`src/rtl/shared_bus_tdm_mux_pkg.sv`:
```
// Shared constants, flatten-width helpers and the round-robin owner search
// used by the TDM bus multiplexer and its slot scheduler.
package shared_bus_tdm_mux_pkg;

  localparam int MAX_CPU = 4;
  localparam int SEL_W   = 2;

  typedef struct packed {
    logic             found;
    logic [SEL_W-1:0] idx;
  } pick_t;

  function automatic int flat_w(input int n, input int w);
    return n * w;
  endfunction

  function automatic int phase_end(input int phases);
    return phases - 1;
  endfunction

  // Closest enabled master strictly after cur, wrapping; cur itself is the
  // last candidate. idx stays at cur when nothing is enabled.
  function automatic pick_t next_enabled(input logic [MAX_CPU-1:0] en,
                                         input logic [SEL_W-1:0]   cur,
                                         input int                 ncpu);
    pick_t            p;
    int               idx;
    logic [SEL_W-1:0] i2;
    p       = '0;
    p.idx   = cur;
    for (int d = ncpu; d >= 1; d--) begin
      idx = (int'(cur) + d) % ncpu;
      i2  = SEL_W'(idx);
      if (en[i2]) begin
        p.found = 1'b1;
        p.idx   = i2;
      end
    end
    return p;
  endfunction

endpackage

```
`src/rtl/shared_bus_tdm_mux_sched.sv`:
```
// Slot scheduler: free-running phase counter, slot owner selection and BUSY.
// The owner is only re-chosen at the last phase of a slot.
module tdm_slot_sched
  import shared_bus_tdm_mux_pkg::*;
#(
  parameter  int NCPU   = 2,
  parameter  int PHASES = 4,
  localparam int PW     = $clog2(PHASES)
) (
  input  logic             clk,
  input  logic             rst,
  input  logic [NCPU-1:0]  sloten,
  output logic [PW-1:0]    phase,
  output logic [SEL_W-1:0] sel,
  output logic             busy,
  output logic             slot_end
);

  logic [PW-1:0]      phase_q;
  logic [SEL_W-1:0]   sel_q;
  logic               busy_q;
  logic               fresh_q;
  logic [MAX_CPU-1:0] en;
  pick_t              first_pick;
  pick_t              next_pick;
  logic [SEL_W-1:0]   sel_now;
  logic               busy_now;

  assign en         = MAX_CPU'(sloten);
  assign first_pick = next_enabled(en, SEL_W'(NCPU - 1), NCPU);
  assign slot_end   = (phase_q == PW'(phase_end(PHASES)));

  // The first slot after reset takes its owner straight from SLOTEN.
  always_comb begin
    sel_now  = sel_q;
    busy_now = busy_q;
    if (fresh_q && !rst) begin
      busy_now = first_pick.found;
      if (first_pick.found) sel_now = first_pick.idx;
    end
  end

  assign next_pick = next_enabled(en, sel_now, NCPU);

  always_ff @(posedge clk or posedge rst) begin
    if (rst) begin
      phase_q <= '0;
      sel_q   <= '0;
      busy_q  <= 1'b0;
      fresh_q <= 1'b1;
    end else begin
      fresh_q <= 1'b0;
      phase_q <= slot_end ? '0 : phase_q + 1'b1;
      if (slot_end) begin
        busy_q <= next_pick.found;
        sel_q  <= next_pick.found ? next_pick.idx : sel_now;
      end else begin
        busy_q <= busy_now;
        sel_q  <= sel_now;
      end
    end
  end

  assign phase = phase_q;
  assign sel   = sel_now;
  assign busy  = busy_now;

endmodule

```
`src/rtl/shared_bus_tdm_mux.sv`:
```
// Time-division multiplexer granting a shared bus to NCPU masters in fixed
// PHASES-cycle slots, with per-master read-data latches and step pulses.
module shared_bus_tdm_mux
  import shared_bus_tdm_mux_pkg::*;
#(
  parameter int NCPU   = 2,
  parameter int PHASES = 4,
  parameter int AW     = 16,
  parameter int DW     = 8
) (
  input  logic                         SHCLK,
  input  logic                         RESET,
  input  logic [NCPU-1:0]              SLOTEN,
  input  logic [flat_w(NCPU, AW)-1:0]  CPAD,
  input  logic [flat_w(NCPU, DW)-1:0]  CPOD,
  input  logic [NCPU-1:0]              CPRD,
  input  logic [NCPU-1:0]              CPWR,
  output logic [flat_w(NCPU, DW)-1:0]  CPID,
  output logic [NCPU-1:0]              CPCE,
  output logic [AW-1:0]                CPADR,
  output logic [DW-1:0]                CPODT,
  input  logic [DW-1:0]                CPIDT,
  output logic                         CPRED,
  output logic                         CPWRT,
  output logic [1:0]                   CPSEL,
  output logic                         BUSY
);

  localparam int PW = $clog2(PHASES);

  logic [PW-1:0]    phase;
  logic [SEL_W-1:0] sel;
  logic             busy;
  logic             slot_end;
  logic             write_window;
  logic [DW-1:0]    rd_lat [NCPU];

  tdm_slot_sched #(
    .NCPU   (NCPU),
    .PHASES (PHASES)
  ) u_sched (
    .clk      (SHCLK),
    .rst      (RESET),
    .sloten   (SLOTEN),
    .phase    (phase),
    .sel      (sel),
    .busy     (busy),
    .slot_end (slot_end)
  );

  // Phase 0 is address setup and the last phase is hold.
  assign write_window = (phase != '0) && !slot_end;

  always_comb begin
    CPADR = '0;
    CPODT = '0;
    CPRED = 1'b0;
    CPWRT = 1'b0;
    CPCE  = '0;
    for (int n = 0; n < NCPU; n++) begin
      if (busy && sel == SEL_W'(n)) begin
        CPADR   = CPAD[n*AW +: AW];
        CPODT   = CPOD[n*DW +: DW];
        CPRED   = CPRD[n];
        CPWRT   = CPWR[n] && write_window;
        CPCE[n] = slot_end;
      end
    end
  end

  always_comb begin
    CPID = '0;
    for (int n = 0; n < NCPU; n++) begin
      if (busy && sel == SEL_W'(n)) CPID[n*DW +: DW] = CPIDT;
      else                          CPID[n*DW +: DW] = rd_lat[n];
    end
  end

  always_ff @(posedge SHCLK or posedge RESET) begin
    if (RESET) begin
      for (int n = 0; n < NCPU; n++) rd_lat[n] <= '1;
    end else if (busy && slot_end) begin
      for (int n = 0; n < NCPU; n++)
        if (sel == SEL_W'(n)) rd_lat[n] <= CPIDT;
    end
  end

  assign CPSEL = sel;
  assign BUSY  = busy;

endmodule

```
`config.mk`:
```
export PLATFORM = sky130hd
export DESIGN_NAME = shared_bus_tdm_mux
export DESIGN_NICKNAME = d
export VERILOG_FILES = /design/src/rtl/shared_bus_tdm_mux_pkg.sv /design/src/rtl/shared_bus_tdm_mux_sched.sv /design/src/rtl/shared_bus_tdm_mux.sv
export SDC_FILE = /design/constraint.sdc
export NUM_CORES = 1
export LEC_CHECK = 0
export CAP_MARGIN = 20
export CORE_UTILIZATION = 40
export CTS_BUF_LIST = sky130_fd_sc_hd__clkbuf_8
export DETAILED_ROUTE_END_ITERATION = 8
export DONT_BUFFER_PORTS = 1
export GPL_ROUTABILITY_DRIVEN = 0
export PLACE_DENSITY_LB_ADDON = 0.15
export SYNTH_ARGS = -nofsm -noshare
export SYNTH_HDL_FRONTEND = slang
export SYNTH_HIERARCHICAL = 1
export SYNTH_SLANG_ARGS = --single-unit
```
`constraint.sdc`:
```
create_clock -name SHCLK -period 5.5 [get_ports SHCLK]
set_input_delay 1.1 -clock SHCLK [delete_from_list [all_inputs] [get_ports SHCLK]]
set_output_delay 1.1 -clock SHCLK [all_outputs]
set_load 0.01 [all_outputs]
```
Yosys cells after proc, flatten, opt, wreduce, memory -nomap -nowiden. Index checks and enable logic that the tools add are counted.

Reductions and logical operators: 13. Add/subtract/negate cells: 3. $lt $le $gt $ge: 2. Bitwise operators: 2. Multiplexer cells: 27. Equality and inequality tests: 2.

Operators with widths (count): two-way mux 16 bit (2); two-way mux 8 bit (4); two-way mux 3 bit (4); two-way mux 1 bit (10); two-way mux 2 bit (5); logical AND 1 bit (7); < comparator 2 x 3 -> 1 bit, second input constant (2); binary-select mux 1 bit (select 2 bit) (2); AND reduction 2 bit (2); adder 1 bit, second input constant (2); adder 2 x 1 -> 2 bit, second input constant (1); AND 1 bit, first input constant (2); == test 2 x 1 -> 1 bit, second input constant (1); == test 2 bit, second input constant (1); logical NOT 1 bit (2); logical NOT 2 bit (1); nonzero test 2 bit (1).

Logic and storage cells: 55. Input bits: 64. Flip-flop bits (word level): 22. Output and inout bits: 47.

Depth between registers and ports, before layout.
Depth in word-level cells: 12. Mapped depth: 7. Mapped depth without buffers: 5.

Cells and area by module. The synthesis kept the hierarchy.

By module, submodules not included: shared_bus_tdm_mux (area an instance 1168.6 um^2, instances 1, cells each 91, seq. area each 420.4 um^2); tdm_slot_sched (area an instance 289.0 um^2, instances 1, cells each 28, seq. area each 151.4 um^2).

Worst setup path before layout. Ideal clock, no wire load.

Path type: input port to output port. From: input port RESET. To: output port CPID[10]. Slack: 1.723 ns. Required time: 4.400 ns. Path buffers: 2. Arrival time: 2.677 ns. Stages: 7. Path through: nor2b_2 -> a21oi_1 -> a21oi_1 -> and3b_1 -> buf_6 -> buf_6 -> mux2_4.

Longest elaborated chain between the ends: 6. Elaborated cells on any way between the ends: 7. Classes of those cells: 1 x eq/ne; 3 x mux; 3 x reduce/logical.

Ends and longest elaborated chain: start: declaration (line shared_bus_tdm_mux.sv:12) `input logic RESET,`; logical NOT 1 bit (line shared_bus_tdm_mux_sched.sv:37) `if (fresh_q && !rst) begin`; logical AND 1 bit (line shared_bus_tdm_mux_sched.sv:37); two-way mux 2 bit (line shared_bus_tdm_mux_sched.sv:37); via CPSEL[0] (line shared_bus_tdm_mux.sv:25) `output logic [1:0] CPSEL,`; == test 2 x 1 -> 1 bit (line shared_bus_tdm_mux.sv:74) `if (busy && sel == SEL_W'(n)) CPID[n*DW +: DW] = CPIDT;`; logical AND 1 bit (line shared_bus_tdm_mux.sv:74); two-way mux 8 bit (line shared_bus_tdm_mux.sv:74); end: declaration (line shared_bus_tdm_mux.sv:18) `output logic [flat_w(NCPU, DW)-1:0] CPID,`.

The timed path passes the listed nets, and every way through them passes these cells.

Final worst setup path.
From: input port RESET. To: output port CPID[9].

Same word-level chain as after synthesis.

==> reports/results.tsv <==
stage	metric	value	unit
clocking	cts_max_level	1	
layout	antennaDiodeCount	0	
layout	final_core_util	0.448	
yosys	netlist_area	1460	um2
yosys	async_flop_share	1.00	
route	wl_per_cell	20.0	um
clocking	clockRootBuffer	clkbuf_8	
grt	antenna_found_initial	0	
yosys	syn_nets	184	
sta	final.period_utilization	0.742	
setup_path	arrival	2.98	ns
grt	grt_pass1_vias	960	
clocking	post_cts_buffers	0	
place	hpwl	2560	um
power_and_ir_drop	leakage	0.653	nW
clocking	clock-sinks	22	
sta	timing.fmax	245	MHz
sta	setup_violations	0	
grt	grtUsageTotal	0.170	
route	first_pass_iters	4	
sta	rsz0062_at_grt	no	
setup_path	cp-start-kind	input pin	
die	core	3420	um2
route	drt_iter0_drc	28	
yosys	yosys_warnings	6	
route	num_vias	1009	
route	ant_nets	0	
layout	drive_gt1_frac	0.525	
grt	grt-ovfl-total	0	
layout	layoutNonFillerInstCount	164	
power_and_ir_drop	cellPowerDensity	363	nW/um2
layout	nets	184	
die	io_pins	111	
yosys	synth_edf_count	0	
clocking	path_clk_slew	0.08	ns
yosys	synthFlopType	dfstp_2	
status	status	completed	
yosys	avgSynthCellArea	12.2	um2
yosys	synth-seq-cells	22	
sta	min_period	4.08	ns
die	die_h	62.4	um
clocking	hold_buffers	0	
run	cap_violations	0	
sta	tightest_slew	0.854	ns
yosys	seq_area_frac_synth	0.392	
grt	grt_first_pass_wirelength	5080	um
power_and_ir_drop	vdd_ir_drop_max	0.000200	V
sta	hold_viol_final	0	
die	dieArea	3890	um2
setup_path	required	4.40	ns
clocking	cts_max_path_buffers	2	
route	avgViaCountPerCell	6.15	
clocking	cts_tree	yes	
die	initial_core_util	0.427	
layout	areaGrowthSynthToFinish	5.06	%
die	rows	21	
place	dp.cells	160	
sta	setup_tns	0	ns
sta	maxSlewHeadroom	0.431	
place	port_buffers	0	
clocking	cts_buffers	3	
sta	clock_skew	0.00576	ns
route	drc_errors	0	
yosys	synth_cell_type_count	29	
power_and_ir_drop	power.total	0.555	mW
clocking	clkLatencyLatePin	0.26	ns
setup_path	crit_type	in2out	
clocking	cts_resized	0	
setup_path	crit_path_max_fanout	22	
setup_path	worstSetupEndpointType	output pin	
sta	slew_viol_final	0	
route	routed_wl	3280	um
die	die_w	62.4	um
grt	grt_max_degree	23	
yosys	postSynthCellCount	119	
hold_path	hp-class	reg2reg	
[sequential cells by signal (all words and copies together) (netlist names)]
| register | count |
|---|---|
| u_sched/sel_q | 2 |
| u_sched/phase | 2 |
| rd_lat | 16 |
| u_sched/fresh_q | 1 |
| u_sched/busy_q | 1 |
[cell usage in the layout, fill, tap and decap left out, types with 2 or more instances in the layout]
master	netlist	layout
dfstp_2	17	17
a22o_1	26	26
clkbuf_8	0	4
a21oi_1	3	3
nor2_1	5	5
mux2_4	5	5
dfrtp_1	5	5
buf_4	1	3
mux2_2	27	27
inv_1	4	4
nor2b_1	2	2
[layout make-up]
class | instances | area (um2)
Sequential cell | 22 | 572
Clock buffer | 4 | 55.1
Multi-Input combinational cell | 85 | 810
Tap cell | 46 | 57.6
Timing Repair Buffer | 3 | 22.5
Inverter | 4 | 15.0
Fill cell | 319 | 1880
[path summary, 6_finish.rpt]
kind / start / to / slack (ns) / cells past startpoint
worst max-delay path: RESET / CPID[9] / 1.42 / 6
worst min register to register: u_sched/phase[0] / u_sched/phase[0] / 0.45 / 1
max in group asynchronous: RESET / rd_lat[1] / 4.31 / 1
worst min-delay path: u_sched/phase[0] / u_sched/phase[0] / 0.45 / 1
worst max register to register: u_sched/fresh_q / rd_lat[0] / 3.08 / 5
min in group asynchronous: RESET / u_sched/sel_q[1] / 0.64 / 1
[critical path, cell delays in order]
cell and delay, ns:
nor2b_2 0.19, a21oi_1 0.10, a21oi_1 0.67, and3b_1 0.28, buf_4 0.24, mux2_2 0.40
[Yosys cell counts (2+ instances only)]
cell type   n  area (um2)
buf_2       4        20.0
nor2b_1     2        12.5
mux2_4      5        75.1
dfstp_2    17         447
inv_1       4        15.0
dfrtp_1     5         125
a22o_1     26         228
a21oi_1     3        15.0
nor2_1      5        18.8
mux2_2     27         304
buf_6       3        33.8
[cells by family after synthesis]
family	Yosys count	share of synthesized area
AOI/OAI and AO/OA	33	0.190
adders and majority gates	1	0.00858
buffers and inverters	12	0.0524
DFF	22	0.392
muxes	33	0.267
other	1	0.00257
and+or+nand+nor	17	0.0876
[power breakdown]
group / total (mW) / leakage [nW] / switching [mW] / internal [mW]
clock network: 0.116 / 0.0288 / 0.0522 / 0.0638
logic: 0.200 / 0.386 / 0.103 / 0.0965
registers: 0.240 / 0.239 / 0.0172 / 0.223
total: 0.555 / 0.653 / 0.173 / 0.383
[per-layer routing]
layer / up-vias / wire length [um] / global-route usage
li1: 452 / - / -
met1: 477 / 1340 / 0.214
met2: 70 / 1550 / 0.271
met3: 10 / 260 / 0.0460
met4: 0 / 125 / 0.0814
met5: - / 0 / 0
[per-stage QoR]
step           hold WS [ns]  setup slack (ns)  area (um2)
2_1_floorplan         0.425              1.72        1460
3_3_place_gp          0.439              1.47        1480
3_5_place_dp          0.447              1.39        1480
4_1_cts               0.458              1.39        1530
5_1_grt               0.491              1.25        1530
6_report              0.454              1.42        1530
Power figures use the tool's default switching activity.
